**src/rtl/csc_stream_sram_bank.sv**
```systemverilog
// CSC stream buffer for one GLB bank: address and data SRAMs with zero-terminated
// streams, independent write/read session FSMs, overflow and stored-length reporting.
module csc_stream_sram_bank #(
   parameter int ADDR_W     = 7,
   parameter int DATA_W     = 12,
   parameter int ADDR_DEPTH = 16,
   parameter int DATA_DEPTH = 32,
   parameter int AP_W       = $clog2(ADDR_DEPTH),
   parameter int DP_W       = $clog2(DATA_DEPTH)
) (
   input  logic              clock,
   input  logic              reset,
   input  logic              addr_in_valid,
   output logic              addr_in_ready,
   input  logic [ADDR_W-1:0] addr_in,
   input  logic              data_in_valid,
   output logic              data_in_ready,
   input  logic [DATA_W-1:0] data_in,
   output logic              addr_out_valid,
   input  logic              addr_out_ready,
   output logic [ADDR_W-1:0] addr_out,
   output logic              data_out_valid,
   input  logic              data_out_ready,
   output logic [DATA_W-1:0] data_out,
   input  logic              write_en,
   output logic              write_done,
   input  logic              read_en,
   input  logic [DP_W-1:0]   read_addr,
   output logic              read_done,
   input  logic              abort,
   output logic [AP_W:0]     addr_count,
   output logic [DP_W:0]     data_count,
   output logic              overflow,
   output logic              write_busy,
   output logic              read_busy,
   output logic [1:0]        write_state,
   output logic [1:0]        read_state
);

   // Every stream port is valid/ready: a word moves on a clock edge where both
   // valid and ready are high; a valid word is held stable until it is taken.

   typedef enum logic [1:0] {
      IDLE      = 2'd0,
      WORK      = 2'd1,
      WAIT_ADDR = 2'd2,
      WAIT_DATA = 2'd3
   } state_t;

   localparam logic [AP_W-1:0] A_END   = AP_W'(ADDR_DEPTH - 1);
   localparam logic [DP_W-1:0] D_END   = DP_W'(DATA_DEPTH - 1);
   localparam logic [AP_W-1:0] A_STEP  = AP_W'(1);
   localparam logic [DP_W-1:0] D_STEP  = DP_W'(1);
   localparam logic [AP_W:0]   AC_STEP = (AP_W + 1)'(1);
   localparam logic [DP_W:0]   DC_STEP = (DP_W + 1)'(1);

   logic [ADDR_W-1:0] addr_mem [ADDR_DEPTH];
   logic [DATA_W-1:0] data_mem [DATA_DEPTH];

   state_t w_state, w_next;
   state_t r_state, r_next;

   // ---------------------------------------------------------------- write side
   logic            w_start, wa_act, wd_act, wa_hs, wd_hs, wa_end, wd_end, wa_fin, wd_fin;
   logic [AP_W-1:0] wa_ptr;
   logic [DP_W-1:0] wd_ptr;

   assign w_start       = (w_state == IDLE) && write_en && !abort;
   assign wa_act        = (w_state == WORK) || (w_state == WAIT_ADDR);
   assign wd_act        = (w_state == WORK) || (w_state == WAIT_DATA);
   assign addr_in_ready = wa_act;
   assign data_in_ready = wd_act;
   assign wa_hs         = addr_in_valid && wa_act;
   assign wd_hs         = data_in_valid && wd_act;
   assign wa_end        = (wa_ptr == A_END);
   assign wd_end        = (wd_ptr == D_END);
   assign wa_fin        = wa_hs && ((addr_in == '0) || wa_end);
   assign wd_fin        = wd_hs && ((data_in == '0) || wd_end);

   always_ff @(posedge clock) begin
      if (reset) w_state <= IDLE;
      else       w_state <= w_next;
   end

   always_comb begin
      w_next     = w_state;
      write_done = 1'b0;
      case (w_state)
         IDLE: if (write_en) w_next = WORK;
         WORK: begin
            if (wa_fin && wd_fin) begin
               w_next     = IDLE;
               write_done = 1'b1;
            end else if (wa_fin) begin
               w_next = WAIT_DATA;
            end else if (wd_fin) begin
               w_next = WAIT_ADDR;
            end
         end
         WAIT_ADDR: if (wa_fin) begin
            w_next     = IDLE;
            write_done = 1'b1;
         end
         WAIT_DATA: if (wd_fin) begin
            w_next     = IDLE;
            write_done = 1'b1;
         end
         default: w_next = IDLE;
      endcase
      if (abort) begin
         w_next     = IDLE;
         write_done = 1'b0;
      end
   end

   // Pointers park on the last entry; a nonzero word there ends the stream as overflow.
   always_ff @(posedge clock) begin
      if (reset) begin
         wa_ptr     <= '0;
         wd_ptr     <= '0;
         addr_count <= '0;
         data_count <= '0;
         overflow   <= 1'b0;
      end else if (w_start) begin
         wa_ptr     <= '0;
         wd_ptr     <= '0;
         addr_count <= '0;
         data_count <= '0;
         overflow   <= 1'b0;
      end else begin
         if (wa_hs) begin
            addr_count <= addr_count + AC_STEP;
            if (!wa_end)              wa_ptr   <= wa_ptr + A_STEP;
            if (wa_end && addr_in != '0) overflow <= 1'b1;
         end
         if (wd_hs) begin
            data_count <= data_count + DC_STEP;
            if (!wd_end)              wd_ptr   <= wd_ptr + D_STEP;
            if (wd_end && data_in != '0) overflow <= 1'b1;
         end
      end
   end

   always_ff @(posedge clock) begin
      if (!reset && wa_hs) addr_mem[wa_ptr] <= addr_in;
      if (!reset && wd_hs) data_mem[wd_ptr] <= data_in;
   end

   // ----------------------------------------------------------------- read side
   logic              r_start, ra_act, rd_act, ra_issue, rd_issue, ra_last_now, rd_last_now;
   logic              ra_fin, rd_fin, ra_issued_last, rd_issued_last, ra_out_last, rd_out_last;
   logic [AP_W-1:0]   ra_ptr;
   logic [DP_W-1:0]   rd_ptr;
   logic [ADDR_W-1:0] ra_word;
   logic [DATA_W-1:0] rd_word;

   // Asynchronous array read sees the pre-write contents: read-first on collision.
   assign ra_word     = addr_mem[ra_ptr];
   assign rd_word     = data_mem[rd_ptr];
   assign r_start     = (r_state == IDLE) && read_en && !abort;
   assign ra_act      = (r_state == WORK) || (r_state == WAIT_ADDR);
   assign rd_act      = (r_state == WORK) || (r_state == WAIT_DATA);
   assign ra_issue    = ra_act && !ra_issued_last && (!addr_out_valid || addr_out_ready);
   assign rd_issue    = rd_act && !rd_issued_last && (!data_out_valid || data_out_ready);
   assign ra_last_now = (ra_word == '0) || (ra_ptr == A_END);
   assign rd_last_now = (rd_word == '0) || (rd_ptr == D_END);
   assign ra_fin      = ra_act && addr_out_valid && addr_out_ready && ra_out_last;
   assign rd_fin      = rd_act && data_out_valid && data_out_ready && rd_out_last;

   always_ff @(posedge clock) begin
      if (reset) r_state <= IDLE;
      else       r_state <= r_next;
   end

   always_comb begin
      r_next    = r_state;
      read_done = 1'b0;
      case (r_state)
         IDLE: if (read_en) r_next = WORK;
         WORK: begin
            if (ra_fin && rd_fin) begin
               r_next    = IDLE;
               read_done = 1'b1;
            end else if (ra_fin) begin
               r_next = WAIT_DATA;
            end else if (rd_fin) begin
               r_next = WAIT_ADDR;
            end
         end
         WAIT_ADDR: if (ra_fin) begin
            r_next    = IDLE;
            read_done = 1'b1;
         end
         WAIT_DATA: if (rd_fin) begin
            r_next    = IDLE;
            read_done = 1'b1;
         end
         default: r_next = IDLE;
      endcase
      if (abort) begin
         r_next    = IDLE;
         read_done = 1'b0;
      end
   end

   always_ff @(posedge clock) begin
      if (reset) begin
         ra_ptr         <= '0;
         ra_issued_last <= 1'b0;
         ra_out_last    <= 1'b0;
         addr_out_valid <= 1'b0;
         addr_out       <= '0;
      end else if (abort) begin
         addr_out_valid <= 1'b0;
      end else if (r_start) begin
         ra_ptr         <= AP_W'(read_addr);
         ra_issued_last <= 1'b0;
         addr_out_valid <= 1'b0;
      end else if (ra_issue) begin
         addr_out       <= ra_word;
         addr_out_valid <= 1'b1;
         ra_out_last    <= ra_last_now;
         if (ra_last_now) ra_issued_last <= 1'b1;
         else             ra_ptr         <= ra_ptr + A_STEP;
      end else if (addr_out_valid && addr_out_ready) begin
         addr_out_valid <= 1'b0;
      end
   end

   always_ff @(posedge clock) begin
      if (reset) begin
         rd_ptr         <= '0;
         rd_issued_last <= 1'b0;
         rd_out_last    <= 1'b0;
         data_out_valid <= 1'b0;
         data_out       <= '0;
      end else if (abort) begin
         data_out_valid <= 1'b0;
      end else if (r_start) begin
         rd_ptr         <= DP_W'(read_addr);
         rd_issued_last <= 1'b0;
         data_out_valid <= 1'b0;
      end else if (rd_issue) begin
         data_out       <= rd_word;
         data_out_valid <= 1'b1;
         rd_out_last    <= rd_last_now;
         if (rd_last_now) rd_issued_last <= 1'b1;
         else             rd_ptr         <= rd_ptr + D_STEP;
      end else if (data_out_valid && data_out_ready) begin
         data_out_valid <= 1'b0;
      end
   end

   assign write_busy  = (w_state != IDLE);
   assign read_busy   = (r_state != IDLE);
   assign write_state = w_state;
   assign read_state  = r_state;

endmodule

```
**config.mk**
```make
export PLATFORM = sky130hd
export DESIGN_NAME = csc_stream_sram_bank
export DESIGN_NICKNAME = d
export VERILOG_FILES = /design/src/rtl/csc_stream_sram_bank.sv
export SDC_FILE = /design/constraint.sdc
export NUM_CORES = 1
export LEC_CHECK = 0
export ABC_AREA = 1
export BUFFER_PORTS_ARGS = -buffer_cell sky130_fd_sc_hd__buf_2
export CELL_PAD_IN_SITES_DETAIL_PLACEMENT = 1
export CELL_PAD_IN_SITES_GLOBAL_PLACEMENT = 2
export CORE_MARGIN = 1.5
export CORE_UTILIZATION = 38
export CTS_CLUSTER_DIAMETER = 80
export DETAILED_ROUTE_END_ITERATION = 10
export PLACE_DENSITY_LB_ADDON = 0.2
export SLEW_MARGIN = 30
export SYNTH_ARGS = -nofsm -noshare
export SYNTH_HDL_FRONTEND = slang
export SYNTH_SLANG_ARGS = --single-unit
```
**constraint.sdc**
```tcl
create_clock -name clock -period 2.4 [get_ports clock]
set_clock_uncertainty 0.2 [all_clocks]
set_input_delay 0.12 -clock clock [delete_from_list [all_inputs] [get_ports clock]]
set_output_delay 0.12 -clock clock [all_outputs]
set_load 0.05 [all_outputs]
```
==> flow_summary.toml, run 1 <==
[status]
status = "complete, but fails checks"
violations = "negative setup slack"

[power]
seqPwrFrac_pct = 43.6
vdd_drop_max_mv = 0.635
p_switching_uw = 6760
sw_frac_of_total_pct = 27.2
p_int_uw = 18100
p_per_area_mw_per_mm2 = 792
p_leak_uw = 0.0118
clock_power_share_pct = 38.1
comb_power_share_pct = 18.3

[floorplan]
rows = 90
initial_core_util_pct = 38.5
die_h_um = 251
die-area_mm2 = 0.0629
core_mm2 = 0.0606
die_w_um = 251
io_pins = 76

[timing]
tightest_slew_ns = 0.778
fmax_ghz = 0.381
fin_ws_ns = -0.222
fin_crit_ns = 2.62
grt_setup_unrepaired = "true"
finalHoldViolations = 0
slew_headroom_pct = 48.1
setup_violations = 19
finalMaxSlewViolations = 0
fin_crit_sh_pct = 109

[routing]
wl_met2_um = 39800
wl_met1_um = 33300
via_per_inst = 5.30
vias = 17400
wl_per_cell_um = 23.6
wl_met3_um = 2490
drtIter0Drc = 1160
firstDrtPassIters = 7
topRoutingLayerUsed = "met4"
wl_um = 77400
ant_nets = 0
drc = 0

[setup_path]
critPathMaxFanout = 7
crit_path_max_incr_delay_ns = 0.40
required_ns = 2.73
start_kind = "flip-flop"
crit_type = "flip-flop to flip-flop"
cp_common_cell = "nand2_2"
cp-end-kind = "flip-flop"
cp_cell_sequence = "buf_12, inv_16, buf_12, clkbuf_16, nand2_2, nand3_1, nand3_1, nand2_2, nand2_2, nand3_2, nand2_2, nand2_2, nor2_4, nand3_4, nand3_4, nand3_2, nand2_2, nor2_1"
crit_slowest_cell = "dfxtp_4"
critPathArrivalTime_ns = 2.95

[clocking]
cts_buffers = 61
cts_tree = "yes"
clkSinkCount = 564
clkLatencyLatePin_ns = 0.65
clockBufferDepth = 3
clkSlewWorstSetupHoldPaths_ns = 0.06
htreeDepth = 2
cts_root_buf = "clkbuf_16"

[global_routing]
first_global_vias = 17800
grt.total_usage_pct = 23.7
grt_max_degree = 48
grt_pass1_wl_um = 112000
antenna_found_initial = 2
gr-total-overflow = 0

[yosys]
synth_edf_count = 496
ys_async_sr_fraction_pct = 0
synth_top_cell_by_area = "edfxtp_1"
synthTopCellsByArea = "edfxtp_1, nand2_1, nand3_1, dfxtp_1, inv_1"
ys_types = 31
netlist_top_cells_count = "nand2_1, edfxtp_1, nand3_1"
ys_warn_count = 0
synth_area_mm2 = 0.0234
syn_area_per_cell_um2 = 11.0
synth-seq-area-share_pct = 69.6
synth_top_area_share_pct = 63.8
yosys_register_bits = 564
yosysMostFrequentCell = "nand2_1"
ys.flop_type = "edfxtp_1"
synth_nets = 2184
synthCells = 2127

[finish]
nets = 2498
areaGrowthSynthToFinish_pct = 34.2
drive_above_1_share_pct = 29.0
final_util_pct = 51.7
multi_input_area_mm2 = 0.00751
seq_area_mm2 = 0.0163
final_cells = 3277
n_fill_cell = 6319

[place]
dp_cells = 3026
io_buffer_count = 75
place_ws_ns = -0.453
dp_hpwl_um = 46100
gp_congestion = 0.815

[flow_run]
max-cap-violations = 0

[hold_path]
hold_path_class = "input pin to flip-flop"
==> per-stage QoR <==
stage | instance area (um^2) | hold slack [ns] | total power, uW | setup TNS, ns
final | 31300 | 0.0947 | 24800 | -3.06
after global routing | 31300 | 0.116 | 25600 | -6.09
after CTS | 29900 | 0.0884 | 24300 | -2.07
after detailed placement | 26400 | 0.233 | 14200 | -5.33
after global placement | 26400 | 0.215 | 14200 | -3.58
after floorplan | 23700 | 0.0189 | 12700 | -6.34
==> final timing paths <==
path / from / endpoint / slack (ns) / depth (start not counted)
max reg2reg: flip-flop / flip-flop / -0.22 / 18
min: data_in[8] / overflow / 0.09 / 5
min reg2reg: ra_out_last / ra_out_last / 0.27 / 2
max: flip-flop / flip-flop / -0.22 / 18
==> layout make-up <==
| cell class | count | area share, % |
|---|---|---|
| timing repair inverter | 1 | 0.0639 |
| inverter | 120 | 1.54 |
| antenna | 1 | 0.00799 |
| clock inverter | 20 | 0.899 |
| tap | 782 | 3.12 |
| clock buffer | 96 | 5.54 |
| multi-input combinational | 1332 | 24.0 |
| timing repair buffer | 361 | 12.8 |
| sequential | 564 | 52.0 |
==> cells by family (layout without fill, tap and decap cells) <==
| group | count (synthesis) | count (layout) | share of synthesized area [%] |
|---|---|---|---|
| buffers and inverters | 232 | 598 | 4.17 |
| xor gates and xnor gates | 6 | 6 | 0.225 |
| muxes | 4 | 4 | 0.171 |
| DFF | 564 | 564 | 69.6 |
| other | 0 | 1 | 0 |
| AOI/OAI and AO/OA | 181 | 181 | 4.25 |
| and+or+nand+nor | 1116 | 1117 | 20.3 |
| adders and majority gates | 24 | 24 | 1.29 |
==> critical path: cells and delay by family, from the launching register on <==
kind	cells	cell delay (ns)
simple gates	14	1.37
flops	1	0.40
buf+inv	4	0.50
==> state kept, by name, indices dropped and copies added (netlist names), 2 cells and up, named ones only <==
register     cells
addr_count       5
addr_mem       112
addr_out         7
data_count       6
data_mem       384
data_out        12
ra_ptr           4
rd_ptr           5
read_state       2
wa_ptr           4
wd_ptr           5
write_state      2
==> repair_timing <==
item | in CTS | in global routing
cloned | 11 | 20
hold buffers | 35 | 0
endpoints found under the hold margin | 573 | 0
setup endpoints to repair | 22 | 41
buffers inserted | 40 | 29
gates resized for setup | 144 | 207
pin swaps | 21 | 89
==> routing by layer <==
metal / GRT usage (%) / up-vias
li1: - / 8043
met1: 31.1 / 8910
met2: 42.0 / 305
met3: 2.67 / 109
met4: 5.85 / 0
met5: 0 / -
==> power groups by stage <==
stage	sequential [uW]	combinational, uW	clock, uW
floorplan	11100	1620	0
global placement	11000	3160	0
detailed placement	11000	3200	0
CTS	10800	3840	9610
global route	10800	4840	9960
finish	10800	4540	9460
==> cells in the final DEF, fill, tap and decap left out, drive strengths merged, types with 2 or more instances in the layout <==
| master | count |
|---|---|
| edfxtp | 496 |
| buf | 306 |
| nand3b | 5 |
| bufinv | 5 |
| nor4 | 4 |
| o211ai | 31 |
| a21oi | 77 |
| dlygate4sd3 | 35 |
| or2 | 2 |
| nor2 | 106 |
| nand3 | 376 |
| clkinv | 17 |
| o21ai | 69 |
| nor3b | 2 |
| ha | 24 |
| nand4 | 4 |
| dfxtp | 68 |
| xor2 | 5 |
| mux2i | 4 |
| nand2 | 606 |
| bufbuf | 2 |
| clkbuf | 114 |
| inv | 118 |
| nor3 | 11 |
(Power assumes the default switching activity.)
==> run 2, diff against run 1 <==
- SETUP_SLACK_MARGIN: unset -> 0.05
==> flow_summary.toml, run 2 (synthesized netlist as in run 1, its figures left out) <==
[finish]
largest_register = "data_mem"
largest_reg_flops = 384
drive_above_1_share_pct = 29.0
final_cell_area_mm2 = 0.0312
largestRegisters = "data_mem: 384 flops, addr_mem: 112 flops, data_out: 12 flops"
areaGrowthSynthToFinish_pct = 33.5
layout_commonest_cell = "nand2_1"
nets = 2505
final_util_pct = 51.4
layout_common_cells = "nand2_1, edfxtp_1, nand3_1, buf_4, inv_1"

[place]
gp_congestion = 0.815
place_area_mm2 = 0.0265
io_buffer_count = 75
dp_hpwl_um = 46500

[timing]
tightest_slew_ns = 0.927
fin_crit_sh_pct = 105
fmax_ghz = 0.398
finalHoldViolations = 0
fin_ws_ns = -0.112
grt_setup_unrepaired = "true"
slew_headroom_pct = 38.1
fin_crit_ns = 2.51
setup_violations = 20
finalMaxSlewViolations = 0

[routing]
firstDrtPassIters = 5
vias = 17600
via_per_inst = 5.37
ant_nets = 0
drtIter0Drc = 1372
drc = 0
wl_um = 76300
wl_per_cell_um = 23.2

[power]
clock_power_share_pct = 38.0
sw_frac_of_total_pct = 26.8
p_leak_uw = 0.0117
p_per_area_mw_per_mm2 = 786
vdd_drop_max_mv = 0.602
p_int_uw = 17900
seqPwrFrac_pct = 44.2
p_switching_uw = 6580
comb_power_share_pct = 17.8

[clocking]
cts_tree = "yes"
clkSinkCount = 564
clkLatencyLatePin_ns = 0.64
cts_root_buf = "clkbuf_16"
clkSlewWorstSetupHoldPaths_ns = 0.06
clockBufferDepth = 3
htreeDepth = 2
cts_buffers = 61

[floorplan]
io_pins = 76
die_w_um = 251
initial_core_util_pct = 38.5
die_h_um = 251
rows = 90
core_mm2 = 0.0606
die-area_mm2 = 0.0629

[global_routing]
first_global_vias = 18000
gr-total-overflow = 0
grt_max_degree = 49
grt.total_usage_pct = 23.9
antenna_found_initial = 5
grt_pass1_wl_um = 113000

[status]
violations = "negative setup slack"
status = "complete, but fails checks"

[setup_path]
critPathArrivalTime_ns = 2.82
required_ns = 2.71
cp-end-kind = "flip-flop"
start_kind = "flip-flop"
critPathMaxFanout = 7
reg2reg_depth = 17
crit_type = "flip-flop to flip-flop"

[hold_path]
hold_path_class = "input pin to flip-flop"
hold_path_depth = 5

[flow_run]
max-cap-violations = 0
[run 2: worst max-delay path: stages (launching register included)]
cell     delay, ns
dfxtp_4       0.41
inv_12        0.08
buf_16        0.16
buf_4         0.16
nand2_1       0.07
nand3_2       0.07
nand3_2       0.08
nand2_2       0.08
nand2_2       0.07
nand3_2       0.08
nand2_2       0.12
nand2_1       0.07
nor2_2        0.16
nand3_4       0.16
nand3_4       0.15
nand3_2       0.09
nand2_2       0.08
nor2_2        0.06
[run 2: final cells by class]
class                      count  area, um^2
multi-input combinational   1332        7480
clock buffer                  77        1590
tap                          782         978
inverter                     120         480
clock inverter                39         385
sequential                   564       16300
timing repair buffer         369        3960
fill                        6315       29400
antenna                        3        7.51
[run 2: what timing repair did]
item / in CTS / in global routing
endpoints found under the setup margin: 22 / 34
buffers inserted: 52 / 13
hold buffers: 37 / 0
pin swaps: 60 / 74
cloned: 12 / 11
gates resized for setup: 207 / 135
hold endpoints to repair: 559 / 0
[run 2: final timing paths]
kind / startpoint / to / slack, ns
worst max register to register: flip-flop / flip-flop / -0.11
worst max-delay path: flip-flop / flip-flop / -0.11
worst min register to register: ra_out_last / ra_out_last / 0.27
worst min-delay path: data_in_valid / data_count[0] / 0.23
[run 2: stage by stage]
| step | setup WS [ns] | cells | hold slack (ns) | power, uW | setup TNS [ns] |
|---|---|---|---|---|---|
| 6_report | -0.112 | 3286 | 0.230 | 24500 | -1.59 |
| 5_1_grt | -0.232 | 3283 | 0.228 | 25300 | -4.33 |
| 4_1_cts | -0.163 | 3259 | 0.193 | 24200 | -1.40 |
| 3_5_place_dp | -0.538 | 3043 | 0.205 | 14200 | -5.16 |
| 3_3_place_gp | -0.537 | 3043 | 0.210 | 14100 | -4.62 |
| 2_1_floorplan | 0.0376 | 2127 | 0.0189 | 12700 | 0 |
[run 2: layer usage]
metal	up-vias	wire (um)	track usage (%)
li1	8071	-	-
met4	2	1450	5.59
met5	-	13	0
met1	9046	34300	32.9
met2	428	36800	40.0
met3	96	3680	3.33
[run 2: power by group through the flow]
stage                     Combinational, uW  Sequential [uW]  Clock, uW
after floorplan                        1610            11100          0
after global placement                 3080            11000          0
after detailed placement               3130            11000          0
after CTS                              3920            10800       9490
after global routing                   4680            10800       9840
final                                  4370            10800       9310
==> run 3, diff against run 2 <==
- ABC_AREA: 1 -> unset
- CELL_PAD_IN_SITES_GLOBAL_PLACEMENT: 2 -> 1
- CORE_UTILIZATION: 38 -> 45
==> flow_summary.toml, run 3 <==
[timing]
fin_crit_sh_pct = 132
fmax_ghz = 0.316
slew_headroom_pct = 40.6
fin_crit_ns = 3.16
finalSetupTns_ns = -14.41
timing.hold.ws_ns = 0.0764
finalMaxSlewViolations = 0
fin_ws_ns = -0.762
grt_setup_unrepaired = "true"
tightest_slew_ns = 0.892
setup_violations = 29
finalHoldViolations = 0

[floorplan]
rows = 81
core_mm2 = 0.0492
die_w_um = 227
io_pins = 76
die_h_um = 227
die-area_mm2 = 0.0514
initial_core_util_pct = 45.8

[global_routing]
grt_max_degree = 33
first_global_vias = 14400
top_usage_layer = "met2"
grt_pass1_wl_um = 89800
grt.total_usage_pct = 24.2
antenna_found_initial = 1
met3_usage_pct = 3.81
gr-total-overflow = 0
gr-usage-met1_pct = 31.1
grtUsageMet2_pct = 41.9

[hold_path]
hold_path_class = "input pin to flip-flop"

[clocking]
clkSinkCount = 564
clkSlewWorstSetupHoldPaths_ns = 0.06
clockBufferDepth = 3
cts_tree = "yes"
cts_buffers = 57
clkLatencyLatePin_ns = 0.63
cts_root_buf = "clkbuf_16"
htreeDepth = 2

[finish]
layout_common_cells = "edfxtp_1, buf_4, mux2i_1, nor2_1"
nets = 1734
final_cell_area_mm2 = 0.0293
largest_register = "data_mem"
areaGrowthSynthToFinish_pct = 30.0
layout_commonest_cell = "edfxtp_1"
antenna_cells = 0
drive_above_1_share_pct = 37.2
n_fill_cell = 4432
largestRegisters = "data_mem: 384 flops, addr_mem: 112 flops, data_out: 12 flops"
largest_reg_flops = 384

[routing]
wl_per_cell_um = 26.0
firstDrtPassIters = 4
wl_um = 62100
vias = 13400
ant_nets = 0
drc = 0
drtIter0Drc = 851
via_per_inst = 5.60

[setup_path]
crit_type = "flip-flop to flip-flop"
required_ns = 2.73
critPathArrivalTime_ns = 3.49
start_kind = "flip-flop"
critPathMaxFanout = 6
cp-end-kind = "flip-flop"

[place]
place_area_mm2 = 0.0258
dp_hpwl_um = 39700
gp_congestion = 0.786
io_buffer_count = 75

[yosys]
ys_types = 55
yosysMostFrequentCell = "edfxtp_1"
synth_top_area_share_pct = 66.2
syn_area_per_cell_um2 = 16.9
synth_top_cell_by_area = "edfxtp_1"
netlist_top_cells_count = "edfxtp_1, mux2i_1, nor2_1"
ys_async_sr_fraction_pct = 0
synth_edf_count = 496
synth_area_mm2 = 0.0225
synth_nets = 1389
ys_warn_count = 0
synth-seq-area-share_pct = 72.2
ys.flop_type = "edfxtp_1"
synthTopCellsByArea = "edfxtp_1, mux4_2, dfxtp_1, mux2i_1, nor2_1"
synthCells = 1332
yosys_register_bits = 564

[power]
vdd_drop_max_mv = 0.718
finalPower_uw = 21800
p_leak_uw = 0.00982
p_per_area_mw_per_mm2 = 745

[status]
violations = "negative setup slack"
status = "complete, but fails checks"

[flow_run]
max-cap-violations = 0
run 3: kinds of logic (layout without fill, tap and decap cells):
| family | Yosys count | count (layout) | share of synthesized area [%] |
|---|---|---|---|
| xor+xnor | 16 | 16 | 0.622 |
| buf+inv | 81 | 474 | 1.84 |
| mux | 210 | 210 | 13.4 |
| fa+ha+maj | 24 | 24 | 1.33 |
| simple gates | 287 | 287 | 5.92 |
| compound gates | 150 | 150 | 4.67 |
| flops | 564 | 564 | 72.2 |
run 3: worst paths after layout:
path,slack (ns),cells past startpoint,to,startpoint
min,0.08,6,overflow,addr_in[3]
min reg2reg,0.28,2,rd_issued_last,rd_issued_last
max reg2reg,-0.76,10,flip-flop,flip-flop
max,-0.76,10,flip-flop,flip-flop
run 3: metrics by stage:
step | cells | util [%] | worst slack (ns)
CTS | 2368 | 58.5 | -0.721
global placement | 2195 | 52.4 | -0.967
detailed placement | 2195 | 52.4 | -1.03
finish | 2389 | 59.6 | -0.762
floorplan | 1332 | - | -0.551
global route | 2389 | 59.6 | -0.874
run 3: what timing repair did:
| action | in CTS | in global routing |
|---|---|---|
| hold buffers | 35 | 1 |
| pin swaps | 28 | 43 |
| buffers inserted | 32 | 36 |
| resized for setup | 95 | 103 |
| cloned | 3 | 1 |
| endpoints found under the hold margin | 564 | 32 |
| setup endpoints to repair | 42 | 48 |
run 3: power breakdown:
part	internal, uW	switching, uW	leakage, uW
Combinational	964	1040	0.00387
Clock	5250	3790	0.000929
Sequential	10700	55.3	0.00502
run 3: layer usage:
| metal | routed length, um | share of wire (%) | up-vias |
|---|---|---|---|
| met3 | 2530 | 4.1 | 91 |
| met2 | 32300 | 52 | 335 |
| met4 | 1900 | 3.1 | 0 |
| li1 | - | - | 5927 |
| met1 | 25400 | 41 | 7015 |
| met5 | 0 | 0 | - |
run 3: worst max-delay path: stages (launching register included):
cell	delay (ns)
dfxtp_4	0.42
buf_4	0.13
mux4_2	0.50
mux4_2	0.52
mux2i_2	0.19
nor4b_4	0.23
nand4_1	0.19
o31ai_4	0.25
buf_6	0.17
nor4_2	0.05
a211oi_1	0.21
run 3: area by class of cell:
class / instances / area [um^2] / share of cell area, %
Clock buffer: 81 / 1620 / 5.53
Clock inverter: 26 / 307 / 1.05
Inverter: 14 / 63.8 / 0.218
Multi-Input combinational cell: 687 / 6750 / 23.1
Sequential cell: 564 / 16300 / 55.7
Tap cell: 664 / 831 / 2.84
Timing Repair Buffer: 353 / 3410 / 11.7
